[src/rtl/sqrt_pipelined_stream.sv]
// ---------------------------------------------------------------------------
// sqrt_pipelined_stream
//
// Fully pipelined unsigned integer / fixed-point square root. The radicand is
// scaled by 4^FRAC_BITS and processed by a non-restoring digit recurrence that
// produces one root bit per stage, MSB first. Every stage carries its own
// valid bit. The whole pipeline advances together whenever the output register
// is empty or being consumed, so a stalled consumer freezes every stage.
//
// Optional feature (define the macro to enable):
//   SQRT_PIPELINED_ROUND_EN - adds one registered stage that rounds the root to
//                             nearest (T+1 when remainder > T, saturating at
//                             all-ones). The remainder still refers to the
//                             truncated root T.
//
// Parameters:
//   INPUT_BITS  - radicand width (>= 2); odd widths are zero-extended by one bit
//   FRAC_BITS   - number of fractional root bits
//   OUTPUT_BITS - derived root width = (INPUT_BITS+1)/2 + FRAC_BITS
//
// Ports:
//   clk       in   clock, rising edge
//   rst       in   asynchronous active-high reset
//   in_valid  in   radicand offered
//   in_ready  out  radicand accepted when in_valid & in_ready
//   radicand  in   [INPUT_BITS-1:0] unsigned operand
//   out_valid out  result present
//   out_ready in   consumer accepts result when out_valid & out_ready
//   root      out  [OUTPUT_BITS-1:0] root, FRAC_BITS fraction bits
//   remainder out  [OUTPUT_BITS:0] X - T*T, X = radicand*4^FRAC_BITS
// ---------------------------------------------------------------------------
module sqrt_pipelined_stream #(
  parameter int  INPUT_BITS  = 16,
  parameter int  FRAC_BITS   = 0,
  localparam int OUTPUT_BITS = (INPUT_BITS + 1) / 2 + FRAC_BITS
) (
  input  logic                   clk,
  input  logic                   rst,
  input  logic                   in_valid,
  output logic                   in_ready,
  input  logic [INPUT_BITS-1:0]  radicand,
  output logic                   out_valid,
  input  logic                   out_ready,
  output logic [OUTPUT_BITS-1:0] root,
  output logic [OUTPUT_BITS:0]   remainder
);

  localparam int N  = OUTPUT_BITS;
  localparam int RW = N + 2;   // signed partial remainder width
  localparam int XW = 2 * N;   // scaled, even-width radicand

  // One shared advance enable for every stage.
  logic adv;
  assign adv      = !out_valid || out_ready;
  assign in_ready = adv;

  // Stage i holds the state after i root bits have been resolved.
  logic [N-1:0]         vld_p;
  logic signed [RW-1:0] rem_p [N];
  logic [N-1:0]         q_p   [N];
  logic [XW-1:0]        x_p   [N];

  logic signed [RW-1:0] rem_nx [N];
  logic [N-1:0]         q_nx   [N];
  logic [XW-1:0]        x_nx   [N];
  logic [XW-1:0]        x_load;
  logic [N-1:0]         t_fin;
  logic [N:0]           rem_fin;

  // One non-restoring step: bring in the next radicand bit pair, then subtract
  // (4q+1) when the running remainder is non-negative, otherwise add (4q+3).
  // The left shift may wrap transiently; the two's-complement result of the
  // add/subtract always lands back inside RW bits.
  function automatic logic signed [RW-1:0] rem_step(
    input logic signed [RW-1:0] r,
    input logic [N-1:0]         q,
    input logic [1:0]           pair
  );
    logic signed [RW-1:0] sh;
    sh = $signed({r[RW-3:0], pair});
    if (r[RW-1]) return sh + $signed({q, 2'b11});
    else         return sh - $signed({q, 2'b01});
  endfunction

  // A negative final remainder is restored by adding 2T+1; the result is
  // then non-negative and at most 2T, so it fits in N+1 bits.
  function automatic logic [N:0] rem_fix(
    input logic signed [RW-1:0] r,
    input logic [N-1:0]         t
  );
    logic signed [RW-1:0] c;
    c = r[RW-1] ? (r + $signed({1'b0, t, 1'b1})) : r;
    return (N+1)'(c);
  endfunction

`ifdef SQRT_PIPELINED_ROUND_EN
  // Round to nearest: sqrt(X) >= T+0.5 exactly when X - T*T > T.
  function automatic logic [N-1:0] round_root(
    input logic [N-1:0] t,
    input logic [N:0]   rem
  );
    if ((rem > {1'b0, t}) && (t != '1)) return t + N'(1);
    else                                return t;
  endfunction
`endif

  always_comb begin
    x_load = '0;
    x_load[INPUT_BITS-1:0] = radicand;
    x_load = x_load << (2 * FRAC_BITS);
    for (int i = 0; i < N; i++) begin
      rem_nx[i] = rem_step(rem_p[i], q_p[i], x_p[i][XW-1 -: 2]);
      q_nx[i]   = (q_p[i] << 1) | N'(!rem_nx[i][RW-1]);
      x_nx[i]   = x_p[i] << 2;
    end
    t_fin   = q_nx[N-1];
    rem_fin = rem_fix(rem_nx[N-1], q_nx[N-1]);
  end

  // ---- stage 0 load / stage i -> i+1 datapath ----
  always_ff @(posedge clk) begin
    if (adv) begin
      rem_p[0] <= '0;
      q_p[0]   <= '0;
      x_p[0]   <= x_load;
      for (int i = 1; i < N; i++) begin
        rem_p[i] <= rem_nx[i-1];
        q_p[i]   <= q_nx[i-1];
        x_p[i]   <= x_nx[i-1];
      end
    end
  end

`ifdef SQRT_PIPELINED_ROUND_EN
  logic         vld_pr;
  logic [N-1:0] t_pr;
  logic [N:0]   rem_pr;

  // ---- last recurrence stage -> rounding stage ----
  always_ff @(posedge clk) begin
    if (adv && vld_p[N-1]) begin
      t_pr   <= t_fin;
      rem_pr <= rem_fin;
    end
  end
`endif

  // ---- valid chain and output register ----
  always_ff @(posedge clk or posedge rst) begin
    if (rst) begin
      vld_p     <= '0;
      out_valid <= 1'b0;
      root      <= '0;
      remainder <= '0;
`ifdef SQRT_PIPELINED_ROUND_EN
      vld_pr    <= 1'b0;
`endif
    end else if (adv) begin
      vld_p[0] <= in_valid;
      for (int i = 1; i < N; i++) vld_p[i] <= vld_p[i-1];
`ifdef SQRT_PIPELINED_ROUND_EN
      vld_pr    <= vld_p[N-1];
      out_valid <= vld_pr;
      if (vld_pr) begin
        root      <= round_root(t_pr, rem_pr);
        remainder <= rem_pr;
      end
`else
      out_valid <= vld_p[N-1];
      if (vld_p[N-1]) begin
        root      <= t_fin;
        remainder <= rem_fin;
      end
`endif
    end
  end

endmodule

[config.mk]
export PLATFORM = sky130hd
export DESIGN_NAME = sqrt_pipelined_stream
export DESIGN_NICKNAME = d
export VERILOG_FILES = /design/src/rtl/sqrt_pipelined_stream.sv
export SDC_FILE = /design/constraint.sdc
export NUM_CORES = 1
export LEC_CHECK = 0
export BUFFER_PORTS_ARGS = -buffer_cell sky130_fd_sc_hd__buf_2
export CORE_MARGIN = 2
export CORE_UTILIZATION = 30
export DETAILED_ROUTE_END_ITERATION = 12
export HOLD_SLACK_MARGIN = 0.06
export PLACE_DENSITY = 0.56
export SYNTH_ARGS = -nofsm -noshare
export SYNTH_HDL_FRONTEND = slang
export SYNTH_SLANG_ARGS = --single-unit
[constraint.sdc]
create_clock -name clk -period 6.9 [get_ports clk]
set_input_delay 1.035 -clock clk [delete_from_list [all_inputs] [get_ports clk]]
set_output_delay 1.035 -clock clk [all_outputs]
set_load 0.01 [all_outputs]
==> results of run 1 <==
-- state kept, by name (all words and copies together), names as in the netlist --
| name | count |
|---|---|
| rem_p | 55 |
| remainder | 9 |
| out_valid | 1 |
| root | 8 |
| q_p | 28 |
| vld_p | 8 |
| x_p | 72 |
-- per-layer routing --
metal	up-vias	global-route usage, %
met2	49	15.9
met4	0	3.68
li1	2280	-
met1	2122	10.7
met3	11	2.37
met5	-	0
-- cell usage after synthesis, drive strengths merged (2+ instances only) --
cell type  instances  area share (%)
edfxtp           155              56
xnor2             62             6.8
nand2             60             2.7
ha                57             8.6
inv               46             2.1
nor2              39             1.8
dfrtp             26             7.9
o21ai             23             1.4
o21a              22             2.0
a21oi             19             1.2
nor3              15            0.91
xor2              12             1.3
nor2b             11            0.83
clkbuf             9            0.41
a21boi             7            0.64
a31oi              4            0.30
and2               4            0.30
mux2i              4            0.49
nand2b             4            0.30
nor3b              4            0.36
and3               3            0.23
o2111ai            3            0.32
or2                3            0.23
a211oi             2            0.24
a21o               2            0.18
nand3              2            0.12
nand3b             2            0.18
o31ai              2            0.18
o41ai              2            0.21
-- final timing paths --
kind / startpoint / to / slack, ns / cells after the start
max in group asynchronous: rst / remainder[8]$_DFFE_PP0P_ / 5.47 / 2
max: rem_p[1][39]$_DFFE_PN_ / remainder[5]$_DFFE_PP0P_ / 3.34 / 14
min: x_p[1][44]$_DFFE_PN_ / x_p[1][62]$_DFFE_PN_ / 0.42 / 0
min reg2reg: x_p[1][44]$_DFFE_PN_ / x_p[1][62]$_DFFE_PN_ / 0.42 / 0
max reg2reg: rem_p[1][39]$_DFFE_PN_ / remainder[5]$_DFFE_PP0P_ / 3.34 / 14
min in group asynchronous: rst / remainder[0]$_DFFE_PP0P_ / 0.82 / 2
-- area by class of cell --
cell class / count / area, um2
Clock inverter: 15 / 196
Timing Repair Buffer: 40 / 205
Multi-Input combinational cell: 378 / 2740
Fill cell: 2584 / 17500
Clock buffer: 17 / 425
Inverter: 46 / 180
Tap cell: 341 / 427
Sequential cell: 181 / 5310
-- worst max-delay path, stage by stage, from the launching register on --
cell	delay [ns]
edfxtp_1	0.56
xnor2_1	0.21
ha_1	0.36
o21ai_2	0.08
a211oi_2	0.29
a41oi_2	0.24
xnor2_4	0.41
inv_4	0.09
ha_1	0.33
and2b_1	0.18
o2111ai_1	0.22
nand3b_1	0.12
xor2_1	0.15
mux2i_1	0.12
o21ai_0	0.08
-- metrics by stage --
stage	cells	cell area, um2	utilization (%)	worst slack, ns
after floorplan	615	8260	-	0.0630
after global placement	986	8850	32.9	3.29
after detailed placement	986	8850	32.9	3.26
after CTS	1018	9480	35.2	3.27
after global routing	1018	9480	35.2	3.01
final	1018	9480	35.2	3.34
-- logic make-up after synthesis --
logic type | share of synthesized area [%]
compound gates | 7.32
xor+xnor | 8.08
fa+ha+maj | 8.88
buf+inv | 2.59
flops | 64.3
mux | 0.485
simple gates | 8.38
==> out/qor.yml, run 1 <==
run_status:
  status: "complete, no violations"
sta:
  slew_headroom_pct: 34.4
  fin_setup_tns_ns: 0
  timing.final.hold_violations: 0
  rsz0062_at_grt: "no"
  period_share_pct: 51.6
  hold_slack_ns: 0.417
  finalSetupViolCount: 0
  fmax_ghz: 0.281
  slew_violations: 0
  skew_ns: 0.0191
  min_period_ns: 3.56
  worst_pin_slew_ns: 0.982
finish:
  syn2layout_area_growth_pct: 14.8
  fin_nets: 742
  diodes: 0
  layout_common_cells: "155 x edfxtp_1, 61 x xnor2_1, 60 x nand2_1"
  layout_commonest_cell: "edfxtp_1"
  layout-drive-gt1-share_pct: 12.0
clock_network:
  tritoncts: "done"
  clk_pin_slew_ns: 0.08
  cts_made_buffers: 17
  cts_resized: 0
  cts_root_buf: "clkbuf_16"
  postCtsSetupBuffers: 0
  hold_buffers: 0
  cts.path.max_buffers: 2
  clock-sinks: 181
  cts_max_level: 4
  insertion_delay_ns: 0.43
routing:
  via_count: 4462
  viasPerCell: 4.38
  wl_met2_um: 6130
  wl_per_cell_um: 11.9
  drc_errors: 0
  wl_met3_um: 341
  wl_um: 12100
  m1WireLength_um: 5410
  dr.pass1.iters: 4
  dr.first_iter.drc_count: 197
  detail-route-antenna-nets: 0
  top_layer_used: "met4"
yosys:
  syn_area_um2: 8260
  syn_avg_cell_area_um2: 13.4
  synth_edf_count: 155
  yosysSeqAreaShare_pct: 64.3
  synth_nets: 693
  synth_cell_types: 45
  yosysWarnings: 0
  ys_ff_latch: 181
  synth_cells: 615
  synthArstFlopShare_pct: 14.4
  synthFlopType: "edfxtp_1"
worst_hold_path:
  hold_path_class: "flip-flop to flip-flop"
critical_path:
  crit_arrival_ns: 3.86
  crit_type: "flip-flop to flip-flop"
  crit_required_ns: 7.20
  crit_fanout: 10
  setup.worst_path.end_class: "flip-flop"
  cp-start-kind: "flip-flop"
die:
  initial_core_util_pct: 30.6
  dieArea_um2: 28900
  die_w_um: 170
  core_um2: 27000
  core.rowCount: 60
  ios: 39
  die_height_um: 170
placement:
  numPortBuffers: 38
  place.gp.congestion: 0.775
  dpl.hpwl_um: 8230
global_routing:
  grt.total_usage_pct: 9.13
  grt_pass1_vias: 4411
  antenna_found_initial: 0
  grt_pass1_wl_um: 20800
  grt_max_degree: 80
  overflow: 0
run:
  max-cap-violations: 0
Power of run 1 is left out: the tool's default activity adds up to more than one toggle a clock period on the data nets, which glitch-free logic cannot reach.
==> inputs of run 2 (changes only) <==
Clock period 6.9 ns to 2.91 ns, I/O delays scaled along.
==> out/qor.yml, run 2 (synthesized netlist as in run 1, its figures left out) <==
clock_network:
  tritoncts: "done"
  clk_pin_slew_ns: 0.09
  cts_made_buffers: 17
  cts_root_buf: "clkbuf_16"
  insertion_delay_ns: 0.44
  clock-sinks: 181
  hold_buffers: 0
  cts.path.max_buffers: 2
  cts_max_level: 4
routing:
  dr.first_iter.drc_count: 207
  dr.pass1.iters: 6
  via_count: 4579
  detail-route-antenna-nets: 0
  drc_errors: 0
  wl_per_cell_um: 11.6
  viasPerCell: 4.27
  wl_um: 12400
sta:
  min_period_ns: 3.22
  period_share_pct: 111
  skew_ns: 0.0175
  fmax_ghz: 0.310
  slew_headroom_pct: 35.3
  slew_violations: 0
  rsz0062_at_grt: "yes"
  timing.final.hold_violations: 0
  finalWorstSetupSlack_ns: -0.312
  worst_pin_slew_ns: 0.970
  finalSetupViolCount: 5
finish:
  largestRegisters: "x_p: 72 flops, rem_p: 55 flops, q_p: 28 flops"
  layout-drive-gt1-share_pct: 22.0
  largest_register: "x_p"
  syn2layout_area_growth_pct: 22.3
  fillers: 2556
  multiInputGateArea_um2: 2910
  fin_cells: 1072
  largest_reg_flops: 72
  ff_latch_area_um2: 5310
  layout_commonest_cell: "edfxtp_1"
  diodes: 0
  fin_nets: 796
  layout_common_cells: "155 x edfxtp_1, 60 x nand2_1, 56 x xnor2_1"
critical_path:
  startpoint: "rem_p[1][39]$_DFFE_PN_"
  r2r-start: "rem_p[1][39]$_DFFE_PN_"
  reg2reg_depth: 13
  crit_required_ns: 3.26
  worst_r2r_endpoint: "remainder[8]$_DFFE_PP0P_"
  crit_arrival_ns: 3.57
  crit_fanout: 4
  cp-start-kind: "flip-flop"
  reg2reg_slack_ns: -0.31
  crit_end: "remainder[8]$_DFFE_PP0P_"
  crit_type: "flip-flop to flip-flop"
  setup.worst_path.end_class: "flip-flop"
placement:
  dp.cells: 1036
  numPortBuffers: 38
  dpl.hpwl_um: 8510
  place.gp.congestion: 0.771
global_routing:
  grt_pass1_wl_um: 21000
  antenna_found_initial: 0
  grt_pass1_vias: 4606
  grt_max_degree: 119
  overflow: 0
  grt.total_usage_pct: 9.26
die:
  core.rowCount: 60
  initial_core_util_pct: 30.6
  die_w_um: 170
  core_um2: 27000
  dieArea_um2: 28900
  die_height_um: 170
  ios: 39
run:
  max-cap-violations: 0
run_status:
  violations: "setup timing"
  status: "complete, but fails checks"
worst_hold_path:
  hold_path_class: "primary input to flip-flop"
==> run 2: cell count changes in the layout (fill, tap and decap cells not counted), sizes merged <==
cell | before | now
inv | 54 | 56
buf | 40 | 94
clkinv | 7 | 5
==> run 2: critical path: stages, from the launching register on <==
cell      delay (ns)
edfxtp_1        0.52
xnor2_1         0.21
ha_2            0.32
and2_1          0.17
o21ai_2         0.12
nand3b_1        0.11
xor2_1          0.19
ha_1            0.33
nand3_1         0.08
a21oi_1         0.04
o31a_1          0.30
or3_4           0.33
a311o_1         0.28
a31oi_1         0.16
==> run 2: what timing repair did <==
action,in CTS,in global routing
pin swaps,9,32
resized for setup,12,23
buffers inserted,0,4
setup endpoints to repair,5,5
==> run 2: through the flow <==
stage / utilization, % / setup WS (ns) / area (um2) / hold slack, ns / TNS [ns]
4_1_cts: 36.9 / -0.309 / 9950 / 0.136 / -0.908
2_1_floorplan: - / -0.246 / 8280 / 0.400 / -0.820
3_3_place_gp: 34.4 / -0.290 / 9260 / 0.400 / -0.945
5_1_grt: 37.5 / -0.459 / 10100 / 0.125 / -1.73
3_5_place_dp: 34.4 / -0.339 / 9260 / 0.405 / -1.18
6_report: 37.5 / -0.312 / 10100 / 0.156 / -0.859
==> run 2: layout make-up <==
type	count	share of cell area (%)
clock inverters	15	2.18
clock buffers	17	4.21
repair buffers	94	6.28
multi-input cells	378	28.8
inverters	46	1.78
flip-flops and latches	181	52.5
well taps	341	4.23
==> run 2: routing by layer <==
layer  global-route usage (%)  routed length [um]  vias to the layer above
met3                     2.65                 417                       12
li1                         -                   -                     2392
met4                     3.57                 180                        0
met1                     10.2                5380                     2117
met2                     16.9                6470                       58
met5                        0                   0                        -
==> run 2: how the worst min path moves through the flow <==
stage | to | start | slack (ns) | cells past startpoint
after floorplan | x_p[0][18]$_DFFE_PN_ | x_p[0][0]$_DFFE_PN_ | 0.40 | 0
after global placement | x_p[0][44]$_DFFE_PN_ | x_p[0][26]$_DFFE_PN_ | 0.40 | 0
after detailed placement | x_p[0][18]$_DFFE_PN_ | x_p[0][0]$_DFFE_PN_ | 0.40 | 0
after CTS | x_p[0][13]$_DFFE_PN_ | radicand[13] | 0.14 | 1
after global routing | x_p[0][12]$_DFFE_PN_ | radicand[12] | 0.12 | 1
final | x_p[0][15]$_DFFE_PN_ | radicand[15] | 0.16 | 1
Power of run 2 is left out for the same reason.
==> inputs of run 3 (changes only) <==
Settings changed: CORE_UTILIZATION 30 to 55, PLACE_DENSITY 0.56 to 0.85.
==> out/qor.yml, run 3 (synthesized netlist as in run 1, its figures left out) <==
global_routing:
  grt_pass1_vias: 5191
  overflow: 0
  grt.total_usage_pct: 18.5
  grt_max_degree: 125
  grt_pass1_wl_um: 23300
  antenna_found_initial: 0
die:
  initial_core_util_pct: 56.6
  core.rowCount: 44
  dieArea_um2: 16000
  die_height_um: 127
  core_um2: 14600
  die_w_um: 127
  ios: 39
routing:
  wl_um: 14300
  drc_errors: 0
  dr.pass1.iters: 5
  viasPerCell: 5.41
  wl_per_cell_um: 15.6
  via_count: 4949
  detail-route-antenna-nets: 0
  dr.first_iter.drc_count: 320
sta:
  skew_ns: 0.00564
  min_period_ns: 3.23
  finalSetupViolCount: 5
  period_share_pct: 111
  rsz0062_at_grt: "yes"
  finalWorstSetupSlack_ns: -0.319
  worst_pin_slew_ns: 1.00
  fmax_ghz: 0.310
  timing.final.hold_violations: 0
  slew_headroom_pct: 33.0
  slew_violations: 0
critical_path:
  slowest_delay_ns: 0.48
  crit_slowest_cell: "edfxtp_1"
  cp-start-kind: "flip-flop"
  setup.worst_path.end_class: "flip-flop"
  crit_fanout: 4
  r2r-start: "rem_p[1][39]$_DFFE_PN_"
  worst_r2r_endpoint: "remainder[8]$_DFFE_PP0P_"
  crit_required_ns: 3.26
  crit_arrival_ns: 3.57
  reg2reg_depth: 12
  path_cells: "xnor2_1 > ha_1 > o21ai_2 > a211oi_2 > xor2_1 > ha_1 > a21oi_2 > nor2b_1 > o31a_1 > or3_4 > a311o_1 > a31oi_1"
  reg2reg_slack_ns: -0.32
  crit_type: "flip-flop to flip-flop"
  cp_common_cell: "ha_1"
worst_hold_path:
  whs_path_depth: 1
  whs_endpoint: "x_p[0][15]$_DFFE_PN_"
  hold_path_class: "primary input to flip-flop"
  min-delay-start: "radicand[15]"
placement:
  dp.cells: 874
  preCtsSetupSlack_ns: -0.384
  place.gp.congestion: 0.849
  numPortBuffers: 38
  dpl.hpwl_um: 9670
  place_area_um2: 9030
finish:
  layout_common_cells: "155 x edfxtp_1, 60 x nand2_1, 59 x xnor2_1"
  largest_reg_flops: 72
  fin_nets: 796
  largestRegisters: "x_p: 72 flops, rem_p: 55 flops, q_p: 28 flops"
  diodes: 0
  syn2layout_area_growth_pct: 18.8
  layout_commonest_cell: "edfxtp_1"
  fillers: 892
  largest_register: "x_p"
  layout-drive-gt1-share_pct: 20.8
  final_cell_area_um2: 9810
  fin_cells: 915
clock_network:
  cts_max_level: 4
  insertion_delay_ns: 0.42
  clk_pin_slew_ns: 0.07
  cts_root_buf: "clkbuf_16"
  clock-sinks: 181
  tritoncts: "done"
  cts_made_buffers: 17
  cts.path.max_buffers: 2
run:
  max-cap-violations: 0
run_status:
  violations: "setup timing"
  status: "complete, but fails checks"
run 3: changes by cell type in the layout (fill, tap and decap cells not counted), moves of 3 or more:
cell / delta
inv_12: -4
clkinv_8: -5
inv_8: -3
xnor2_1: +3
xnor2_2: -3
inv_6: +4
run 3: worst max-delay path by stage:
stage                           start                        to  cells past startpoint
2_1_floorplan  rem_p[1][39]$_DFFE_PN_  remainder[8]$_DFFE_PP0P_                     14
3_3_place_gp   rem_p[1][39]$_DFFE_PN_  remainder[8]$_DFFE_PP0P_                     13
3_5_place_dp   rem_p[1][39]$_DFFE_PN_  remainder[8]$_DFFE_PP0P_                     13
4_1_cts        rem_p[1][39]$_DFFE_PN_  remainder[8]$_DFFE_PP0P_                     12
5_1_grt        rem_p[1][39]$_DFFE_PN_  remainder[8]$_DFFE_PP0P_                     12
6_report       rem_p[1][39]$_DFFE_PN_  remainder[8]$_DFFE_PP0P_                     12
run 3: timing repair:
item                       in CTS  in global routing
hold buffers                    0                  0
buffers inserted                6                  3
gates resized for setup        14                 12
cloned                          0                  0
setup endpoints to repair       5                  7
pin swaps                      18                 20
run 3: metrics by stage:
step	TNS, ns	hold WS [ns]	util (%)
6_report	-1.11	0.186	67.2
5_1_grt	-1.75	0.161	67.2
4_1_cts	-1.05	0.170	66.6
3_5_place_dp	-1.40	0.405	61.9
3_3_place_gp	-0.719	0.403	61.9
2_1_floorplan	-0.820	0.400	-
run 3: layer usage:
metal	GRT usage (%)	share of wire (%)
met1	19.5	39
met2	34.8	55
met3	4.51	3.4
met4	7.82	2.5
met5	0	0
run 3: worst max-delay path, delay by kind of cell (launching register included):
family,cells,cell delay [ns]
adders and majority gates,2,0.66
DFF,1,0.48
and+or+nand+nor,2,0.39
xor gates and xnor gates,2,0.42
AOI/OAI and AO/OA,6,1.20
run 3: area by class of cell:
| class | instances | area (um2) | area share, % |
|---|---|---|---|
| clock buffer | 21 | 460 | 4.69 |
| clock inverter | 11 | 138 | 1.40 |
| inverter | 46 | 180 | 1.84 |
| multi-input combinational | 378 | 2870 | 29.2 |
| sequential | 181 | 5310 | 54.1 |
| tap | 184 | 230 | 2.35 |
| timing repair buffer | 94 | 631 | 6.43 |
Power of run 3 is left out for the same reason.
